## src/rtl/cp0_unit_pkg.sv

```systemverilog
`default_nettype none
// ============================================================================
//  Package : cp0_defs
//  Coprocessor-0 register numbers, field positions, exception codes, vectors.
//  Revision: 1.0
// ============================================================================
package cp0_defs;

  localparam logic [4:0] c_REG_SR    = 5'd12;
  localparam logic [4:0] c_REG_CAUSE = 5'd13;
  localparam logic [4:0] c_REG_EPC   = 5'd14;
  localparam logic [4:0] c_REG_PRID  = 5'd15;

  localparam int c_SR_IE        = 0;
  localparam int c_SR_EXL       = 1;
  localparam int c_SR_IM_LO     = 10;
  localparam int c_SR_IM_HI     = 15;
  localparam int c_CAUSE_EXC_LO = 2;
  localparam int c_CAUSE_IP_LO  = 10;
  localparam int c_CAUSE_BD     = 31;

  typedef enum logic [4:0] {
    EXC_INT  = 5'd0,
    EXC_ADEL = 5'd4,
    EXC_ADES = 5'd5,
    EXC_RI   = 5'd10,
    EXC_OV   = 5'd12
  } exc_code_e;

  localparam logic [31:0] PRID    = 32'h2021_0707;
  localparam logic [31:0] HANDLER = 32'h0000_4180;

endpackage
`default_nettype wire

```

## src/rtl/cp0_unit.sv

```systemverilog
`default_nettype none
// ============================================================================
//  Module  : cp0_unit
//  SR/Cause/EPC/PRId holder, interrupt/exception trap decision, mfc0/mtc0.
//  Revision: 1.0
// ============================================================================
module cp0_unit
  import cp0_defs::*;
(
  input  logic        clk,
  input  logic        reset,
  input  logic [4:0]  a1,
  input  logic [4:0]  a2,
  input  logic [31:0] din,
  input  logic        we,
  input  logic [31:0] pc,
  input  logic        bd,
  input  logic [4:0]  exc_code,
  input  logic [5:0]  hwint,
  input  logic        exl_clr,
  output logic        irq,
  output logic [31:0] epc,
  output logic [31:0] dout
);

  logic [5:0]  r_im;
  logic        r_exl;
  logic        r_ie;
  logic        r_bd;
  logic [5:0]  r_ip;
  logic [4:0]  r_exc_code;
  logic [31:0] r_epc;

  logic        w_int_req;
  logic        w_exc_req;
  logic        w_wr_sr;
  logic        w_wr_epc;
  logic [31:0] w_trap_epc;

  assign w_int_req = (|(hwint & r_im)) & r_ie & ~r_exl;
  assign w_exc_req = (exc_code != EXC_INT) & ~r_exl;
  assign irq       = w_int_req | w_exc_req;

  assign w_wr_sr    = we & (a2 == c_REG_SR);
  assign w_wr_epc   = we & (a2 == c_REG_EPC);
  // Delay-slot trap restarts at the branch; subtraction wraps modulo 2^32.
  assign w_trap_epc = (bd ? (pc - 32'd4) : pc) & ~32'h3;

  always_ff @(posedge clk or posedge reset) begin
    if (reset) begin
      r_im       <= 6'd0;
      r_exl      <= 1'b0;
      r_ie       <= 1'b0;
      r_bd       <= 1'b0;
      r_ip       <= 6'd0;
      r_exc_code <= 5'd0;
      r_epc      <= 32'd0;
    end else begin
      r_ip <= hwint;
      if (irq) begin
        r_exl      <= 1'b1;
        r_exc_code <= w_int_req ? EXC_INT : exc_code;
        r_bd       <= bd;
        r_epc      <= w_trap_epc;
      end else begin
        if (w_wr_sr) begin
          r_im <= din[c_SR_IM_HI:c_SR_IM_LO];
          r_ie <= din[c_SR_IE];
        end
        if (exl_clr)
          r_exl <= 1'b0;
        else if (w_wr_sr)
          r_exl <= din[c_SR_EXL];
        if (w_wr_epc)
          r_epc <= din & ~32'h3;
      end
    end
  end

  assign epc = r_epc;

  always_comb begin
    dout = 32'd0;
    case (a1)
      c_REG_SR: begin
        dout[c_SR_IM_HI:c_SR_IM_LO] = r_im;
        dout[c_SR_EXL]              = r_exl;
        dout[c_SR_IE]               = r_ie;
      end
      c_REG_CAUSE: begin
        dout[c_CAUSE_BD]                          = r_bd;
        dout[c_CAUSE_IP_LO+5:c_CAUSE_IP_LO]       = r_ip;
        dout[c_CAUSE_EXC_LO+4:c_CAUSE_EXC_LO]     = r_exc_code;
      end
      c_REG_EPC:  dout = r_epc;
      c_REG_PRID: dout = PRID;
      default:    dout = 32'd0;
    endcase
  end

endmodule
`default_nettype wire

```

## config.mk

```make
export PLATFORM = sky130hd
export DESIGN_NAME = cp0_unit
export DESIGN_NICKNAME = d
export VERILOG_FILES = /design/src/rtl/cp0_unit_pkg.sv /design/src/rtl/cp0_unit.sv
export SDC_FILE = /design/constraint.sdc
export NUM_CORES = 1
export LEC_CHECK = 0
export BUFFER_PORTS_ARGS = -buffer_cell sky130_fd_sc_hd__buf_2
export CAP_MARGIN = 10
export CORE_AREA = 2 2 96 98
export CTS_BUF_LIST = sky130_fd_sc_hd__clkbuf_8
export DETAILED_ROUTE_END_ITERATION = 6
export DIE_AREA = 0 0 98 100
export PLACE_DENSITY = 0.65
export SETUP_SLACK_MARGIN = 0.4
export SYNTH_ARGS = -nofsm -noshare
export SYNTH_HDL_FRONTEND = slang
export SYNTH_SLANG_ARGS = --single-unit
```

## constraint.sdc

```tcl
create_clock -name clk -period 5.6 [get_ports clk]
set_input_delay 0.56 -clock clk [delete_from_list [all_inputs] [get_ports clk]]
set_output_delay 0.56 -clock clk [all_outputs]
set_load 0.01 [all_outputs]
```

==> impl_summary.txt <==
----------------------------------------------------
[Worst setup path]
  Signal arrival time at the worst endpoint ... 2.92 ns
  Endpoint required time on the critical path ... 5.04 ns
  Kind of launch point of the worst setup path ... input port
  Worst stage delay on the critical path ... 0.59 ns
  Nature of the critical path endpoint ... primary output
  Worst path most repeated cell ... buf_2
  CP max stage cell ... or4_1
  Category of the critical setup timing path ... input port to primary output
  Worst path cell trace ... buf_2, or4_1, o21ba_2, nor2_2, buf_4, clkinv_1, buf_2
  Critical-path maximum fanout ... 22

[Clock tree]
  # Post-CTS Setup Buffers ... 0
  Clock root cell ... clkbuf_8
  Hold buffer count at CTS ... 0
  Worst-case clock buffer depth ... 2
  Clock Pin Slew Worst Setup and Hold Paths ... 0.11 ns
  Later-pin clock latency in the skew report ... 0.31 ns
  Number of clock sinks ... 50
  Total number of H-tree levels ... 2
  Clock buffer count from CTS ... 5
  CTS resizes ... 0
  CTS tree ... yes

[Cells and area]
  Number of nets in the finished design ... 593
  Most used cells in the layout excluding fill and tap cells ... 150 x buf_2, 50 x dfrtp_1, 34 x mux2i_1
  Most common cell after layout, fill and taps aside ... buf_2
  Total area of multi-input combinational cells ... 2040 µm²
  Sequential cell area ... 1250 µm²
  Layout cells sized above 1 ... 0.352
  Area Overhead vs Synth ... 27.0%
  Fill cell instance count of the final layout ... 905
  Area of all placed cells without fillers ... 4370 µm²
  Inserted Diodes ... 0

[Floorplanning]
  Width of the die ... 98 µm
  Core region area ... 8890 µm²
  Number of standard-cell rows in the floorplan ... 35
  Effective utilization at floorplan ... 0.387
  Die outline area ... 9800 µm²
  Overall die height ... 100 µm
  Number of I/O pins ... 155

[Routing]
  1st-pass router iterations ... 4
  Count of antenna-violating nets left after detailed routing ... 0
  Via count ... 3540
  Detailed router's first-iteration violation count ... 184
  Detailed-route vias per instance ... 5.77
  WL per Instance ... 18.0 µm
  DRC ... 0
  WL final ... 11.0 mm

[Yosys]
  Count of flip-flops with a built-in enable after synthesis ... 0
  Synth Area per Inst ... 9.22 µm²
  Number of flip-flops and latches in the synthesized netlist ... 50
  Post-Syn Area ... 3440 µm²
  Library cells used by synthesis ... 46
  Post-synth top flop ... dfrtp_1
  Cell type with the largest total area after synthesis ... dfrtp_1
  Seq/Total Area, Yosys ... 0.364
  Ranking of synthesized cells by area ... dfrtp_1 36%, mux2i_1 9.9%, o31a_1 4.1%
  Async S/R FF share, synth ... 1.00
  Yosys warning count ... 0
  Share of Yosys cell area claimed by the top area cell type ... 0.364
  Post-Synthesis Cells ... 373

[Outcome]
  Run status ... finished clean

[Timing]
  Worst slew pin tran ... 1.00 ns
  Maximum achievable frequency ... 288 MHz
  Setup Total Neg Slack ... 0 ns
  Fin crit share ... 0.621
  Number of pins exceeding their max-slew limit in the final report ... 0
  Final critical path time including I/O delays and setup ... 3.48 ns
  Worst Skew ... 0.0158 ns
  Worst max-slew margin expressed relative to the limit ... 0.332
  Final Hold Viols ... 0
  Finish-stage setup viols ... 0
  Setup WS post-layout ... 2.12 ns
  Setup repair after global routing missed its margin ... no

[Global route]
  Initial antenna violation count ... 0
  Leftover overflow at the end of global routing ... 0
  Vias in the first global route ... 3311
  Pin count of the biggest net entering global routing ... 51
  Total routing usage reported by global routing ... 0.219
  First-pass GRT wire length ... 17.2 mm

[Placement]
  Detailed Place HPWL ... 8.12 mm
  DP Area ... 4230 µm²
  Gpl congestion ... 0.846
  I/O Buffers ... 150
  Worst slack after detailed placement ... 2.14 ns

[Job]
  Max-cap violation count ... 0

[Power]
  Leakage dissipation ... 0.00207 µW
  Cell Pwr Density ... 365 nW/µm²
  Worst vdd ir ... 0.000160 V

[Worst hold path]
  Hold/Removal Path Class ... input port to async pin

----------------------------------------------------
registers in the layout (all words and copies together), names as in the netlist:
name	flops
epc	30
r_bd	1
r_exc_code	5
r_exl	1
r_ie	1
r_im	6
r_ip	6
area by class of cell:
cell class / count / area share
clock buffer: 5 / 0.0158
clock inverter: 3 / 0.0109
sequential: 50 / 0.286
tap: 111 / 0.0318
timing repair buffer: 154 / 0.182
inverter: 7 / 0.00602
multi-input combinational: 284 / 0.467
per-stage QoR:
step / instances / hold WS [ns] / power, µW / utilization
detailed placement: 605 / 0.468 / 1330 / 0.476
finish: 614 / 0.254 / 1590 / 0.491
global placement: 605 / 0.462 / 1310 / 0.476
floorplan: 374 / 0.444 / 1050 / -
global route: 614 / 0.291 / 1710 / 0.491
CTS: 613 / 0.367 / 1600 / 0.489
Yosys cell counts, drive strengths merged (9+ instances only):
library cell and n:
and2 13, or4 13, clkbuf 26, or3 14, a31oi 17, mux2i 34
nor2 30, dfrtp 50, o31ai 9, nor4 20, and4 15, o31a 16
cells by family (layout without fill, tap and decap cells):
logic type | Yosys count | count (layout) | share of synthesized area
AO/OA/AOI/OAI | 77 | 77 | 0.159
XOR/XNOR | 13 | 13 | 0.0331
adder cells (fa/ha/maj) | 1 | 1 | 0.00364
buffers and inverters | 40 | 169 | 0.0477
flip-flops | 50 | 50 | 0.364
multiplexers | 42 | 42 | 0.125
other | 1 | 2 | 0.00109
AND/OR/NAND/NOR | 149 | 149 | 0.266
power by group:
part | leakage (µW) | switching [µW] | internal [µW] | total [µW]
clock network | 0.0000587 | 132 | 136 | 268
registers | 0.000586 | 133 | 512 | 645
logic | 0.00143 | 362 | 318 | 680
final timing paths:
kind                            endpoint  cells past startpoint     startpoint  slack (ns)
max                                  irq                      7    exc_code[1]        2.12
min                              epc[27]                      2          reset        0.25
max reg2reg                      epc[26]                      7        r_im[0]        3.16
min reg2reg                r_exc_code[3]                      1  r_exc_code[3]        0.49
max in group asynchronous        epc[15]                      3          reset        4.81
min in group clk                 r_ip[4]                      1       hwint[4]        0.38
worst max-delay path, delay by kind of cell:
kind	cells	cell delay [ns]
buf+inv	4	1.24
simple gates	2	0.71
compound gates	1	0.38
per-layer routing:
| metal | global-route usage | up-vias | part of all wire |
|---|---|---|---|
| li1 | - | 1685 | - |
| met1 | 0.292 | 1713 | 0.44 |
| met2 | 0.377 | 129 | 0.49 |
| met3 | 0.0320 | 13 | 0.059 |
| met4 | 0.0556 | 0 | 0.014 |
| met5 | 0 | - | 0 |
Power figures use the tool's default switching activity.
